$ cat config.mk
export PLATFORM = sky130hd
export DESIGN_NAME = icache_flat
export DESIGN_NICKNAME = d
export VERILOG_FILES = /design/src/rtl/icache_if.sv /design/src/rtl/icache.sv /design/src/flat_wrapper.sv
export SDC_FILE = /design/constraint.sdc
export NUM_CORES = 1
export LEC_CHECK = 0
export ABC_CLOCK_PERIOD_IN_PS = 1470
export CORE_MARGIN = 1
export CORE_UTILIZATION = 35
export CTS_CLUSTER_DIAMETER = 40
export DETAILED_ROUTE_END_ITERATION = 6
export PLACE_DENSITY_LB_ADDON = 0.2
export SYNTH_ARGS = -nofsm -noshare
export SYNTH_HDL_FRONTEND = slang
export SYNTH_SLANG_ARGS = --single-unit
$ cat constraint.sdc
create_clock -name clk_in -period 1.47 [get_ports clk_in]
set_clock_uncertainty 0.2 [all_clocks]
set_input_delay 0.294 -clock clk_in [delete_from_list [all_inputs] [get_ports clk_in]]
set_output_delay 0.294 -clock clk_in [all_outputs]
set_load 0.005 [all_outputs]
$ cat src/rtl/icache_if.sv
// Fetch-side and memory-side signals of the instruction cache, grouped as one bundle.
// slave = the cache itself, master = the ifetch/memory environment driving it.
interface icache_if;
    logic        to_icache;
    logic [31:0] pc_to_icache;
    logic        clear_in;
    logic        have_result;
    logic [31:0] inst_from_icache;
    logic        mem_req;
    logic [31:0] mem_addr;
    logic        mem_ready;
    logic [31:0] mem_data;

    // Handshakes: to_icache and have_result are one-cycle strobes; mem_req is held
    // high with a stable mem_addr until mem_ready is sampled, which completes the word.
    modport slave (
        input  to_icache, pc_to_icache, clear_in, mem_ready, mem_data,
        output have_result, inst_from_icache, mem_req, mem_addr
    );

    modport master (
        output to_icache, pc_to_icache, clear_in, mem_ready, mem_data,
        input  have_result, inst_from_icache, mem_req, mem_addr
    );
endinterface

$ cat src/rtl/icache.sv
// Direct-mapped instruction cache (IDLE/REFILL/RESPOND) between ifetch and the memory controller.
// Define ICACHE_EN to build the cache; without it every fetch becomes a single-word read of pc.
module icache #(
    parameter int INDEX_W  = 6,
    parameter int OFFSET_W = 2
) (
    input  logic       clk_in,
    input  logic       rst_in,
    input  logic       rdy_in,
    icache_if.slave    bus,
    output logic [1:0] state_dbg
);
    typedef enum logic [1:0] {
        IDLE    = 2'd0,
        REFILL  = 2'd1,
        RESPOND = 2'd2
    } state_t;

    state_t      state_q, state_d;
    logic        have_result_q, have_result_d;
    logic [31:0] inst_q, inst_d;
    logic        mem_req_q, mem_req_d;
    logic [31:0] mem_addr_q, mem_addr_d;
    logic        abort_q, abort_d;

    assign bus.have_result      = have_result_q;
    assign bus.inst_from_icache = inst_q;
    assign bus.mem_req          = mem_req_q;
    assign bus.mem_addr         = mem_addr_q;
    assign state_dbg            = state_q;

`ifdef ICACHE_EN
    localparam int TAG_W = 30 - INDEX_W - OFFSET_W;
    localparam int LINES = 1 << INDEX_W;
    localparam int WORDS = 1 << OFFSET_W;

    logic [LINES-1:0]    valid_q, valid_d;
    logic [29:0]         pcw_q, pcw_d;
    logic [OFFSET_W-1:0] cnt_q, cnt_d;

    logic [TAG_W-1:0]    tag_mem  [LINES];
    logic [31:0]         data_mem [LINES*WORDS];

    logic [OFFSET_W-1:0] req_off, line_off;
    logic [INDEX_W-1:0]  req_idx, line_idx;
    logic [TAG_W-1:0]    req_tag, line_tag;
    logic                req_hit;
    logic                data_we, tag_we;
    logic [1:0]          unused_pc_lo;

    assign req_off      = bus.pc_to_icache[OFFSET_W+1:2];
    assign req_idx      = bus.pc_to_icache[OFFSET_W+INDEX_W+1:OFFSET_W+2];
    assign req_tag      = bus.pc_to_icache[31:OFFSET_W+INDEX_W+2];
    assign unused_pc_lo = bus.pc_to_icache[1:0];

    // Line under refill comes from the latched word address, not the live pc.
    assign line_off = pcw_q[OFFSET_W-1:0];
    assign line_idx = pcw_q[OFFSET_W+INDEX_W-1:OFFSET_W];
    assign line_tag = pcw_q[29:OFFSET_W+INDEX_W];

    assign req_hit = valid_q[req_idx] && (tag_mem[req_idx] == req_tag);

    always_comb begin
        state_d       = state_q;
        have_result_d = 1'b0;
        inst_d        = inst_q;
        mem_req_d     = mem_req_q;
        mem_addr_d    = mem_addr_q;
        abort_d       = abort_q;
        valid_d       = valid_q;
        pcw_d         = pcw_q;
        cnt_d         = cnt_q;
        data_we       = 1'b0;
        tag_we        = 1'b0;
        case (state_q)
            IDLE: begin
                if (!bus.clear_in && bus.to_icache) begin
                    if (req_hit) begin
                        have_result_d = 1'b1;
                        inst_d        = data_mem[{req_idx, req_off}];
                    end else begin
                        // The victim line is invalid from the first refill word on,
                        // so an aborted refill never leaves a half-written valid line.
                        valid_d[req_idx] = 1'b0;
                        pcw_d            = bus.pc_to_icache[31:2];
                        cnt_d            = '0;
                        abort_d          = 1'b0;
                        mem_req_d        = 1'b1;
                        mem_addr_d       = {bus.pc_to_icache[31:OFFSET_W+2], {OFFSET_W{1'b0}}, 2'b00};
                        state_d          = REFILL;
                    end
                end
            end
            REFILL: begin
                if (mem_req_q) begin
                    if (bus.mem_ready) begin
                        mem_req_d = 1'b0;
                        data_we   = 1'b1;
                        if (abort_q || bus.clear_in) begin
                            state_d = IDLE;
                        end else if (cnt_q == OFFSET_W'(WORDS - 1)) begin
                            valid_d[line_idx] = 1'b1;
                            tag_we            = 1'b1;
                            have_result_d     = 1'b1;
                            inst_d            = (line_off == cnt_q) ? bus.mem_data
                                                                    : data_mem[{line_idx, line_off}];
                            state_d           = RESPOND;
                        end else begin
                            cnt_d = cnt_q + OFFSET_W'(1);
                        end
                    end else if (bus.clear_in) begin
                        abort_d = 1'b1;
                    end
                end else if (bus.clear_in) begin
                    state_d = IDLE;
                end else begin
                    mem_req_d  = 1'b1;
                    mem_addr_d = {pcw_q[29:OFFSET_W], cnt_q, 2'b00};
                end
            end
            RESPOND: state_d = IDLE;
            default: state_d = IDLE;
        endcase
    end

    always_ff @(posedge clk_in or negedge rst_in) begin
        if (!rst_in) begin
            valid_q <= '0;
            pcw_q   <= '0;
            cnt_q   <= '0;
        end else if (rdy_in) begin
            valid_q <= valid_d;
            pcw_q   <= pcw_d;
            cnt_q   <= cnt_d;
        end
    end

    always_ff @(posedge clk_in) begin
        if (rdy_in && data_we) begin
            data_mem[{line_idx, cnt_q}] <= bus.mem_data;
        end
        if (rdy_in && tag_we) begin
            tag_mem[line_idx] <= line_tag;
        end
    end
`else
    logic [INDEX_W+OFFSET_W+1:0] unused_geom;
    assign unused_geom = bus.pc_to_icache[INDEX_W+OFFSET_W+1:0];

    always_comb begin
        state_d       = state_q;
        have_result_d = 1'b0;
        inst_d        = inst_q;
        mem_req_d     = mem_req_q;
        mem_addr_d    = mem_addr_q;
        abort_d       = abort_q;
        case (state_q)
            IDLE: begin
                if (!bus.clear_in && bus.to_icache) begin
                    abort_d    = 1'b0;
                    mem_req_d  = 1'b1;
                    mem_addr_d = {bus.pc_to_icache[31:2], 2'b00};
                    state_d    = REFILL;
                end
            end
            REFILL: begin
                if (bus.mem_ready) begin
                    mem_req_d = 1'b0;
                    if (abort_q || bus.clear_in) begin
                        state_d = IDLE;
                    end else begin
                        have_result_d = 1'b1;
                        inst_d        = bus.mem_data;
                        state_d       = RESPOND;
                    end
                end else if (bus.clear_in) begin
                    abort_d = 1'b1;
                end
            end
            RESPOND: state_d = IDLE;
            default: state_d = IDLE;
        endcase
    end
`endif

    // A low rdy_in freezes every register, including the one-cycle strobes.
    always_ff @(posedge clk_in or negedge rst_in) begin
        if (!rst_in) begin
            state_q       <= IDLE;
            have_result_q <= 1'b0;
            inst_q        <= '0;
            mem_req_q     <= 1'b0;
            mem_addr_q    <= '0;
            abort_q       <= 1'b0;
        end else if (rdy_in) begin
            state_q       <= state_d;
            have_result_q <= have_result_d;
            inst_q        <= inst_d;
            mem_req_q     <= mem_req_d;
            mem_addr_q    <= mem_addr_d;
            abort_q       <= abort_d;
        end
    end
endmodule

$ cat src/flat_wrapper.sv
// flat-port wrapper written by rule: the top's interface ports become plain ports
module icache_flat 
#(
    parameter int INDEX_W  = 6,
    parameter int OFFSET_W = 2
)
  (clk_in, rst_in, rdy_in, state_dbg, bus_to_icache, bus_pc_to_icache, bus_clear_in, bus_mem_ready, bus_mem_data, bus_have_result, bus_inst_from_icache, bus_mem_req, bus_mem_addr);
  icache_if bus_i ();
  input  logic clk_in;
  input  logic rst_in;
  input  logic rdy_in;
  output logic [1:0] state_dbg;
  input wire logic [$bits(bus_i.to_icache)-1:0] bus_to_icache;
  input wire logic [$bits(bus_i.pc_to_icache)-1:0] bus_pc_to_icache;
  input wire logic [$bits(bus_i.clear_in)-1:0] bus_clear_in;
  input wire logic [$bits(bus_i.mem_ready)-1:0] bus_mem_ready;
  input wire logic [$bits(bus_i.mem_data)-1:0] bus_mem_data;
  output wire logic [$bits(bus_i.have_result)-1:0] bus_have_result;
  output wire logic [$bits(bus_i.inst_from_icache)-1:0] bus_inst_from_icache;
  output wire logic [$bits(bus_i.mem_req)-1:0] bus_mem_req;
  output wire logic [$bits(bus_i.mem_addr)-1:0] bus_mem_addr;
  assign bus_i.to_icache = bus_to_icache;
  assign bus_i.pc_to_icache = bus_pc_to_icache;
  assign bus_i.clear_in = bus_clear_in;
  assign bus_i.mem_ready = bus_mem_ready;
  assign bus_i.mem_data = bus_mem_data;
  assign bus_have_result = bus_i.have_result;
  assign bus_inst_from_icache = bus_i.inst_from_icache;
  assign bus_mem_req = bus_i.mem_req;
  assign bus_mem_addr = bus_i.mem_addr;
  icache #(.INDEX_W(INDEX_W), .OFFSET_W(OFFSET_W)) u_core (.clk_in(clk_in), .rst_in(rst_in), .rdy_in(rdy_in), .bus(bus_i), .state_dbg(state_dbg));
endmodule
Word-level counts from Yosys, hierarchy flattened
Index checks and enable logic that the tools add are counted.
Cells by class
  add/subtract/negate cells: 0
  $mul: 0
  div/mod/pow operators: 0
  $lt $le $gt $ge: 0
  equal/unequal tests: 5
  shift-type cells: 0
  muxes and demuxes: 14
  bitwise gates (word level): 1
  reductions and logical operators: 10
Operators with widths (number)
  1-bit two-way mux: 8
  4-bit AND reduction: 2
  2-bit two-way mux: 3
  2-bit != test (second input constant): 3
  3-bit AND reduction: 2
  5-bit AND reduction: 1
  1-bit one-hot mux with 2 select lines: 2
  2-bit one-hot mux with 2 select lines: 1
  2-bit by 1-bit == test with 1-bit output (second input constant): 1
  2-bit logical NOT: 1
  2-bit by 1-bit != test with 1-bit output (second input constant): 1
  2-bit nonzero test: 1
  1-bit logical AND: 1
  1-bit logical NOT: 1
  1-bit logical OR: 1
  1-bit inverter: 1
Storage, ports and cells
  flip-flop bits (word level): 67
  bits in latches: 0
  bits in writable memories: 0
  bits in read-only memories: 0
  input bits: 70
  output and inout port bits: 68
  logic and storage cells: 36
  memories: 0

Depth between registers and ports, before layout
Gate-level depths: netlist of the first run.
  depth after elaboration: 4
  gate-level depth with buffers: 4
  depth with buffers taken out: 3

Least setup slack after synthesis of the first run
Ideal clock, no wire load.
  path kind: reg-to-reg
  start: register u_core.state_q[1] (netlist: u_core.state_dbg[1])
  end: register u_core.mem_addr_q[10] (netlist: u_core.bus.mem_addr[10])
  library setup time: 0.125 ns
  arrival: 1.336 ns
  required time: 1.145 ns
  setup slack: -0.191 ns
  cell stages (with the launch flop): 5
  path buffers: 1
  period minus slack after synthesis: 1.661 ns
  path through: dfrtp_1 nand4bb_1 nor2_1 buf_4 mux2_2
On the way
  longest elaborated chain between the ends: 2
RTL lines
  from (decl): line icache.sv:19  | state_t state_q, state_d;
  from (signal assigned): line icache.sv:196  | state_q <= state_d;
  2-bit logical NOT: line icache.sv:157  | case (state_q)
  3-bit AND reduction (no line)
  to (signal assigned): line icache.sv:200  | mem_addr_q <= mem_addr_d;
  to (decl): line icache.sv:23  | logic [31:0] mem_addr_q, mem_addr_d;
No other way between the ends.
A chain may end at the register's enable or synchronous reset.

Worst setup path in the final report of the first run
  start: register u_core.state_q[1] (netlist: u_core.state_dbg[1])
  end: register u_core.mem_addr_q[22] (netlist: u_core.bus.mem_addr[22])
The elaborated chain is that of the path after synthesis.

==> impl_metrics.csv, run 1 <==
group,metric,value,unit
detailed_routing,drt-total-wl,6840,um
clocking,cts_sinks,67,
finish,drive_gt1_share,40.00,%
power,p_per_area,1453,nW/um2
clocking,cts_buffer_depth,2,
finish,nets,405,
power,power.leakage,2.276,nW
synth,synth_area,2540,um2
power,p_switching,0.001753,W
power,switching_share,25.08,%
min_path,hold_class,"in -> reg",
floorplan,core-area,6907,um2
worst_setup_path,critPathMaxStageDelay,0.39,ns
global_route,antenna_found_initial,0,
detailed_routing,drcViolationCount,0,
clocking,worstSkewPairLatency,0.33,ns
worst_setup_path,r2r_slack,-0.29,ns
synth,avgSynthCellArea,16.28,um2
worst_setup_path,critical-path-top-delay-family,"buffers and inverters",
worst_setup_path,critPathBufInv,3,
worst_setup_path,startpoint,"u_core.state_dbg[1]",
power,seq_power_share,40.6,%
worst_setup_path,end_kind,"flop",
synth,synth_cell_types,19,
timing,hold_violations,0,
min_path,whs_path_depth,2,
detailed_routing,vias,1956,
clocking,cts_made_buffers,9,
timing,worst_slack,-0.2877,ns
placement,hpwl,4393,um
worst_setup_path,crit_fanout,6,
global_route,overflow,0,
detailed_routing,vias_per_cell,4.486,
status,status,"finished with violations",
worst_setup_path,crit_required,1.48,ns
finish,num-fill-cells,507,
synth,synth_cells,156,
floorplan,die_area,7601,um2
power,combPwrFrac,37.9,%
global_route,grt_pass1_wl,9942,um
placement,numPortBuffers,133,
timing,rsz0062_at_grt,"yes",
timing,setup_violations,65,
timing,fmax,568.9,MHz
floorplan,start_util,36.78,%
finish,multiInputGateArea,1041,um2
worst_setup_path,cp_num_cells,6,
global_route,grt.total_usage,17.80,%
detailed_routing,ant_nets,0,
clocking,cts_tree,"yes",
finish,regArea,1678,um2
power,clkPwrFrac,21.4,%
clocking,cts.clk_slew.worst_paths,0.07,ns
synth,synth_top_area_cell,"dfrtp_1",
floorplan,row_count,30,
worst_setup_path,criticalPathCategory,"reg -> reg",
detailed_routing,drtPass1Iterations,4,
finish,syn_to_final_growth,89.46,%
detailed_routing,drt-initial-drc-count,53,
clocking,cts-root-buf,"clkbuf_8",
floorplan,io_pins,138,
worst_setup_path,cp-start-kind,"flop",
finish,diodes,0,
placement,place_congestion,0.7100,
power,peakVddDrop,785.1,uV
timing,fin_crit,1.758,ns
clocking,cts_max_level,3,
floorplan,die-height,87.19,um
power,finalPower,0.006990,W
worst_setup_path,worstRegToRegCells,6,
flow_run,max-cap-violations,0,
worst_setup_path,crit_chain,"buf_6, nand4bb_4, nor2_4, buf_6, clkbuf_16, mux2_2",
synth,yosysTopAreaCellShare,66.01,%
status,violations,"negative setup slack",
global_route,first_global_vias,1973,
worst_setup_path,crit_path_frequent_cell,"buf_6",
timing,period_share,119.6,%
worst_setup_path,timing.rr.start,"u_core.state_dbg[1]",
detailed_routing,wl_per_cell,15.69,um
synth,synth_area_leaders,"dfrtp_1, mux2_2, mux2_1, buf_4, buf_2",
synth,ys_seq_elements,67,
global_route,grt_max_degree,40,
synth,ys_seq_area_share,66.01,%
power,p_int,0.005237,W
min_path,hold_path_startpoint,"rdy_in",
worst_setup_path,slowest_stage,"dfrtp_1",
worst_setup_path,worstPathArrival,1.77,ns
timing,holdWs,0.2588,ns
synth,yosys_warnings,0,
timing,slew_viol_final,0,
floorplan,die_w,87.19,um
placed cells by master, fill, tap and decap left out, types with 2 or more instances in the layout:
master | netlist | layout
buf_6 | 0 | 8
mux2_2 | 34 | 10
clkdlybuf4s50_1 | 0 | 65
conb_1 | 1 | 2
o21ai_0 | 3 | 3
clkdlybuf4s15_1 | 0 | 56
mux2_4 | 0 | 52
clkbuf_8 | 0 | 10
inv_1 | 3 | 3
clkbuf_2 | 0 | 8
dfrtp_1 | 67 | 66
buf_12 | 0 | 4
buf_16 | 0 | 2
buf_8 | 0 | 2
buf_4 | 5 | 25
clkinv_2 | 0 | 3
clkbuf_16 | 0 | 2
path summary, 6_finish.rpt:
check,end
min in group asynchronous,u_core.bus.inst_from_icache[5]
hold reg to reg,u_core.bus.mem_addr[2]
setup reg to reg,u_core.bus.mem_addr[22]
hold / removal,u_core.bus.have_result
max in group asynchronous,u_core.state_dbg[0]
setup / recovery,u_core.bus.mem_addr[22]
sequential cells by signal (all words and copies together), names as in the netlist:
signal	count
u_core.bus.mem_req	1
u_core.bus.have_result	1
u_core.bus.mem_addr	30
u_core.abort_q	1
u_core.bus.inst_from_icache	32
u_core.state_dbg	2
stage by stage:
stage	util (%)	setup slack [ns]	instances	area (um2)	TNS [ns]
finish	69.67	-0.2877	436	4812	-13.73
global route	69.67	-0.3323	436	4812	-16.17
CTS	68.10	-0.2682	431	4703	-13.73
detailed placement	60.71	-0.6331	392	4193	-37.72
global placement	60.71	-0.5778	392	4193	-34.70
floorplan	-	-0.1187	157	2674	-6.311
cell type report:
type / instances / area share, %
clock buffer: 11 / 2.938
multi-input combinational: 79 / 21.63
inverter: 3 / 0.2340
sequential: 67 / 34.87
tap: 96 / 2.496
timing repair buffer: 175 / 36.74
clock inverter: 5 / 1.092
worst register-to-register path: stages (launching register included):
cell       delay [ns]
dfrtp_1          0.39
buf_6            0.12
nand4bb_4        0.20
nor2_4           0.12
buf_6            0.14
clkbuf_16        0.15
mux2_2           0.32
power by group through the flow:
stage	Combinational, W	Clock [W]	Sequential, W
2_1_floorplan	0.000741	0	0.00289
3_3_place_gp	0.00243	0	0.00284
3_5_place_dp	0.00247	0	0.00285
4_1_cts	0.00256	0.00153	0.00282
5_1_grt	0.00283	0.00162	0.00291
6_report	0.00265	0.00150	0.00284
per-layer routing:
metal,track usage [%],vias to the layer above,wire length [um]
li1,-,894,-
met5,0,-,0
met3,6.256,5,449
met4,5.365,0,31
met2,30.28,65,3547
met1,21.28,992,2812
kinds of logic after synthesis:
family	after synthesis	share of synthesized area, %
other	1	0.1476
muxes	62	27.49
DFF	67	66.01
and+or+nand+nor	8	2.168
AOI/OAI and AO/OA	7	1.675
buffers and inverters	11	2.512
what timing repair did:
item                       4_1_cts  5_1_grt
pin swaps                        2        2
hold buffers                     1        0
hold endpoints to repair        67        0
buffers inserted                20        5
setup endpoints to repair      128       85
gates cloned                     2        2
gates resized for setup        160       37
Yosys cell counts, drive strengths merged:
| cell type | n |
|---|---|
| a21o | 1 |
| o2bb2ai | 1 |
| a31oi | 1 |
| o21ai | 3 |
| and4bb | 1 |
| nor2 | 2 |
| nand4bb | 1 |
| buf | 8 |
| dfrtp | 67 |
| inv | 3 |
| and2b | 1 |
| mux2 | 62 |
| a21oi | 1 |
| nand2 | 2 |
| conb | 1 |
| nor2b | 1 |
Power figures use the tool's default switching activity.
==> inputs of run 2 (changes only) <==
ABC_CLOCK_PERIOD_IN_PS = 2000   (was 1470)
CORE_UTILIZATION = 39   (was 35)
clock period = 2 ns   (was 1.47 ns; I/O delays follow)
==> impl_metrics.csv, run 2 (synthesis results as in run 1) <==
group,metric,value,unit
clocking,cts-root-buf,"clkbuf_8",
global_route,antenna_found_initial,0,
finish,largest_register_ffs,32,
global_route,overflow,0,
finish,syn_to_final_growth,65.81,%
timing,slew_viol_final,0,
clocking,postCtsSetupBuffers,0,
power,power.leakage,1.801,nW
detailed_routing,drt-total-wl,5456,um
finish,diodes,0,
detailed_routing,vias_per_cell,4.681,
timing,period_share,96.03,%
finish,layout_common_cells,"clkdlybuf4s50_1, dfrtp_1, mux2_2",
floorplan,core-area,6314,um2
worst_setup_path,critPathBufInv,1,
power,finalPower,0.004617,W
worst_setup_path,end_kind,"output pin",
finish,nets,374,
finish,final_common_cell,"clkdlybuf4s50_1",
finish,post-route-cell-area,4212,um2
timing,hold_violations,0,
clocking,cts_max_level,3,
worst_setup_path,critPathMaxStageDelay,0.56,ns
clocking,cts_buffer_depth,2,
detailed_routing,vias,1802,
clocking,cts_sinks,67,
clocking,cts_made_buffers,9,
finish,final_cells,385,
clocking,cts.clk_slew.worst_paths,0.07,ns
floorplan,die_area,6839,um2
detailed_routing,drcViolationCount,0,
placement,placedInstanceArea,4041,um2
timing,fin_crit,1.921,ns
worst_setup_path,critical-path-top-delay-family,"buffers and inverters",
detailed_routing,wl_per_cell,14.17,um
worst_setup_path,crit_required,1.40,ns
finish,num-fill-cells,491,
global_route,grt_max_degree,32,
global_route,grt_pass1_wl,8355,um
timing,fmax,520.7,MHz
clocking,cts_tree,"yes",
detailed_routing,drtPass1Iterations,4,
finish,drive_gt1_share,19.48,%
clocking,worstSkewPairLatency,0.32,ns
worst_setup_path,crit_chain,"clkdlybuf4s50_1",
detailed_routing,ant_nets,0,
placement,hpwl,3962,um
timing,rsz0062_at_grt,"no",
global_route,grt.total_usage,16.72,%
global_route,first_global_vias,1818,
worst_setup_path,crit_fanout,6,
min_path,hold_class,"reg -> reg",
placement,place_congestion,0.6826,
detailed_routing,drt-initial-drc-count,44,
flow_run,max-cap-violations,0,
placement,numPortBuffers,133,
finish,post-route-util,66.71,%
power,p_per_area,1096,nW/um2
floorplan,die_w,82.70,um
worst_setup_path,criticalPathCategory,"reg -> out",
floorplan,row_count,29,
power,peakVddDrop,672.1,uV
placement,placed_cells,369,
worst_setup_path,cp-start-kind,"flop",
worst_setup_path,worstPathArrival,1.32,ns
worst_setup_path,slowest_stage,"clkdlybuf4s50_1",
floorplan,die-height,82.70,um
floorplan,start_util,40.23,%
status,status,"completed",
timing,setup_violations,0,
floorplan,io_pins,138,
## run 2: cell count changes in the layout (fill, tap and decap cells not counted), moves of 2 or more
cell             change
clkbuf_2             -8
clkbuf_16            -2
buf_4               -19
buf_8                -2
mux2_2              +24
clkdlybuf4s15_1     -56
clkdlybuf4s50_1     +67
mux2_1              +28
mux2_4              -52
buf_16               -2
buf_6                -8
## run 2: path summary, 6_finish.rpt
path                       cells after the start  slack (ns)                             from                         endpoint
max                                            1        0.08              u_core.state_dbg[0]                     state_dbg[0]
min                                            1        0.29  u_core.bus.inst_from_icache[19]  u_core.bus.inst_from_icache[19]
max reg2reg                                    4        0.25              u_core.state_dbg[1]          u_core.bus.mem_addr[16]
min reg2reg                                    1        0.29  u_core.bus.inst_from_icache[19]  u_core.bus.inst_from_icache[19]
max in group asynchronous                      3        0.71                           rst_in          u_core.bus.mem_addr[23]
min in group asynchronous                      2        0.37                           rst_in  u_core.bus.inst_from_icache[28]
## run 2: final cells by class
cell class | instances | area, um2 | share of cell area [%]
clock buffers | 12 | 145.1 | 3.446
clock inverters | 3 | 15.01 | 0.3565
inverters | 3 | 11.26 | 0.2674
multi-input cells | 79 | 805.8 | 19.13
flip-flops and latches | 67 | 1677 | 39.81
well taps | 77 | 96.34 | 2.288
repair buffers | 144 | 1461 | 34.70
## run 2: metal layers
metal  GRT usage, %  routed length [um]
met1          20.69                2390
met2          25.82                2389
met3          6.593                 599
met4          7.241                  76
met5              0                   0
## run 2: through the flow
step                hold WS [ns]  setup TNS, ns  setup slack, ns
global placement          0.1797         -6.134          -0.1689
CTS                       0.2951              0          0.05773
global route              0.3077              0         0.009745
finish                    0.2894              0          0.07948
detailed placement        0.1783         -8.225          -0.2218
floorplan               -0.09559              0           0.3390
## run 2: timing repair
| item | CTS | global route |
|---|---|---|
| resized for setup | 0 | 0 |
| hold buffers | 1 | 0 |
| endpoints found under the hold margin | 17 | 0 |
| endpoints found under the setup margin | 0 | 0 |
## run 2: power breakdown
group	leakage, nW	switching, W	internal, W	total [W]
combinational	0.903	0.000427	0.00120	0.00163
sequential	0.812	0.000223	0.00183	0.00205
clock	0.0860	0.000467	0.000472	0.000938
==> inputs of run 3 (changes only) <==
PLACE_DENSITY = 0.8   (was default)
PLACE_DENSITY_LB_ADDON = default   (was 0.2)
==> impl_metrics.csv, run 3 (synthesis results as in run 1) <==
group,metric,value,unit
status,status,"completed",
timing,period_share,94.08,%
worst_setup_path,critPathMaxStageDelay,0.54,ns
power,p_per_area,1103,nW/um2
detailed_routing,drtPass1Iterations,6,
detailed_routing,drt-total-wl,5414,um
power,combPwrFrac,35.2,%
timing,fin_crit,1.882,ns
finish,num-fill-cells,491,
detailed_routing,vias,1811,
placement,numPortBuffers,133,
floorplan,io_pins,138,
detailed_routing,drcViolationCount,0,
finish,drive_gt1_share,19.02,%
detailed_routing,ant_nets,0,
worst_setup_path,slowest_stage,"clkdlybuf4s50_1",
power,clkPwrFrac,20.2,%
global_route,overflow,0,
floorplan,die_area,6839,um2
global_route,grt.total_usage,16.88,%
worst_setup_path,crit_chain,"clkdlybuf4s50_1",
power,switching_share,24.17,%
power,finalPower,0.004609,W
power,seq_power_share,44.6,%
worst_setup_path,cp-start-kind,"flop",
worst_setup_path,critPathBufInv,1,
worst_setup_path,cp_num_cells,1,
worst_setup_path,setup.worst_path.end,"state_dbg[0]",
timing,slew_viol_final,0,
finish,post-route-util,66.17,%
clocking,cts-root-buf,"clkbuf_8",
placement,hpwl,4011,um
global_route,met2_usage,27.87,%
detailed_routing,vias_per_cell,4.741,
worst_setup_path,timing.rr.start,"u_core.state_dbg[1]",
global_route,grt_util_met1,18.63,%
power,peakVddDrop,749.2,uV
worst_setup_path,criticalPathCategory,"reg -> out",
floorplan,row_count,29,
placement,place_congestion,0.7231,
worst_setup_path,end_kind,"output pin",
floorplan,die-height,82.70,um
worst_setup_path,startpoint,"u_core.state_dbg[0]",
clocking,cts_max_level,3,
timing,setup_violations,0,
global_route,busiest_layer,"met2",
finish,final_cells,382,
floorplan,die_w,82.70,um
finish,largest_register_ffs,32,
floorplan,core-area,6314,um2
worst_setup_path,crit_required,1.40,ns
finish,diodes,0,
clocking,cts_sinks,67,
finish,syn_to_final_growth,64.48,%
clocking,cts_made_buffers,9,
clocking,cts.clk_slew.worst_paths,0.07,ns
global_route,grt_pass1_wl,8273,um
finish,layout_common_cells,"clkdlybuf4s50_1, dfrtp_1, mux2_2",
timing,hold_violations,0,
floorplan,start_util,40.23,%
power,p_switching,0.001114,W
clocking,worstSkewPairLatency,0.33,ns
power,p_int,0.003495,W
worst_setup_path,r2r_slack,0.30,ns
global_route,grt_max_degree,59,
global_route,met3_usage,8.132,%
worst_setup_path,regToRegEndpoint,"u_core.bus.mem_addr[21]",
placement,placed_cells,366,
worst_setup_path,critical-path-top-delay-family,"buffers and inverters",
worst_setup_path,crit_fanout,6,
global_route,first_global_vias,1808,
min_path,hold_class,"in -> async",
detailed_routing,wl_per_cell,14.17,um
clocking,cts_buffer_depth,2,
clocking,cts_tree,"yes",
timing,fmax,531.5,MHz
flow_run,max-cap-violations,0,
finish,nets,371,
finish,final_common_cell,"clkdlybuf4s50_1",
detailed_routing,drt-initial-drc-count,80,
global_route,antenna_found_initial,0,
timing,rsz0062_at_grt,"no",
worst_setup_path,worstPathArrival,1.28,ns
worst_setup_path,worstRegToRegCells,4,
power,power.leakage,1.782,nW
## run 3: changes by cell type in the layout (fill, tap and decap cells not counted)
cell | before | now
dfrtp_1 | 67 | 66
buf_12 | 4 | 3
dfrtp_2 | 0 | 1
buf_4 | 6 | 4
## run 3: power by group through the flow
stage,registers [W],clock network [W],logic (W)
5_1_grt,0.00213,0.00103,0.00177
4_1_cts,0.00206,0.000971,0.00166
6_report,0.00205,0.000931,0.00162
3_5_place_dp,0.00209,0,0.00165
3_3_place_gp,0.00205,0,0.00161
2_1_floorplan,0.00212,0,0.000399
## run 3: final cells by class
class | instances | area [um2] | share of cell area (%)
Timing Repair Buffer | 141 | 1426 | 34.14
Tap cell | 77 | 96.34 | 2.306
Inverter | 3 | 11.26 | 0.2695
Clock buffer | 12 | 145.1 | 3.474
Sequential cell | 67 | 1678 | 40.16
Multi-Input combinational cell | 79 | 805.8 | 19.29
Clock inverter | 3 | 15.01 | 0.3594
## run 3: how the worst min path moves through the flow
| stage | from | end | cells past startpoint |
|---|---|---|---|
| final | rst_in | u_core.bus.inst_from_icache[26] | 2 |
| after floorplan | rst_in | u_core.abort_q | 0 |
| after global placement | rst_in | u_core.bus.inst_from_icache[28] | 1 |
| after global routing | rst_in | u_core.bus.inst_from_icache[31] | 2 |
| after CTS | rst_in | u_core.bus.inst_from_icache[26] | 2 |
| after detailed placement | rst_in | u_core.bus.inst_from_icache[24] | 1 |
## run 3: what timing repair did
item | CTS | global route
hold endpoints to repair | 9 | 0
gates resized for setup | 0 | 1
setup buffers | 0 | 0
endpoints found under the setup margin | 0 | 1
hold buffers | 1 | 0
## run 3: layer usage
layer / vias up / routed length [um]
met4: 0 / 31
met5: - / 0
met1: 888 / 2098
met3: 4 / 582
li1: 837 / -
met2: 82 / 2701
## run 3: per-stage QoR
stage	setup WS (ns)	area (um2)	hold slack, ns	TNS, ns
5_1_grt	0.04036	4178	0.2921	0
4_1_cts	0.04404	4177	0.2589	0
6_report	0.1185	4178	0.2662	0
2_1_floorplan	0.3390	2544	-0.09559	0
3_3_place_gp	-0.1364	4006	0.07423	-5.759
3_5_place_dp	-0.1771	4006	0.07981	-7.553
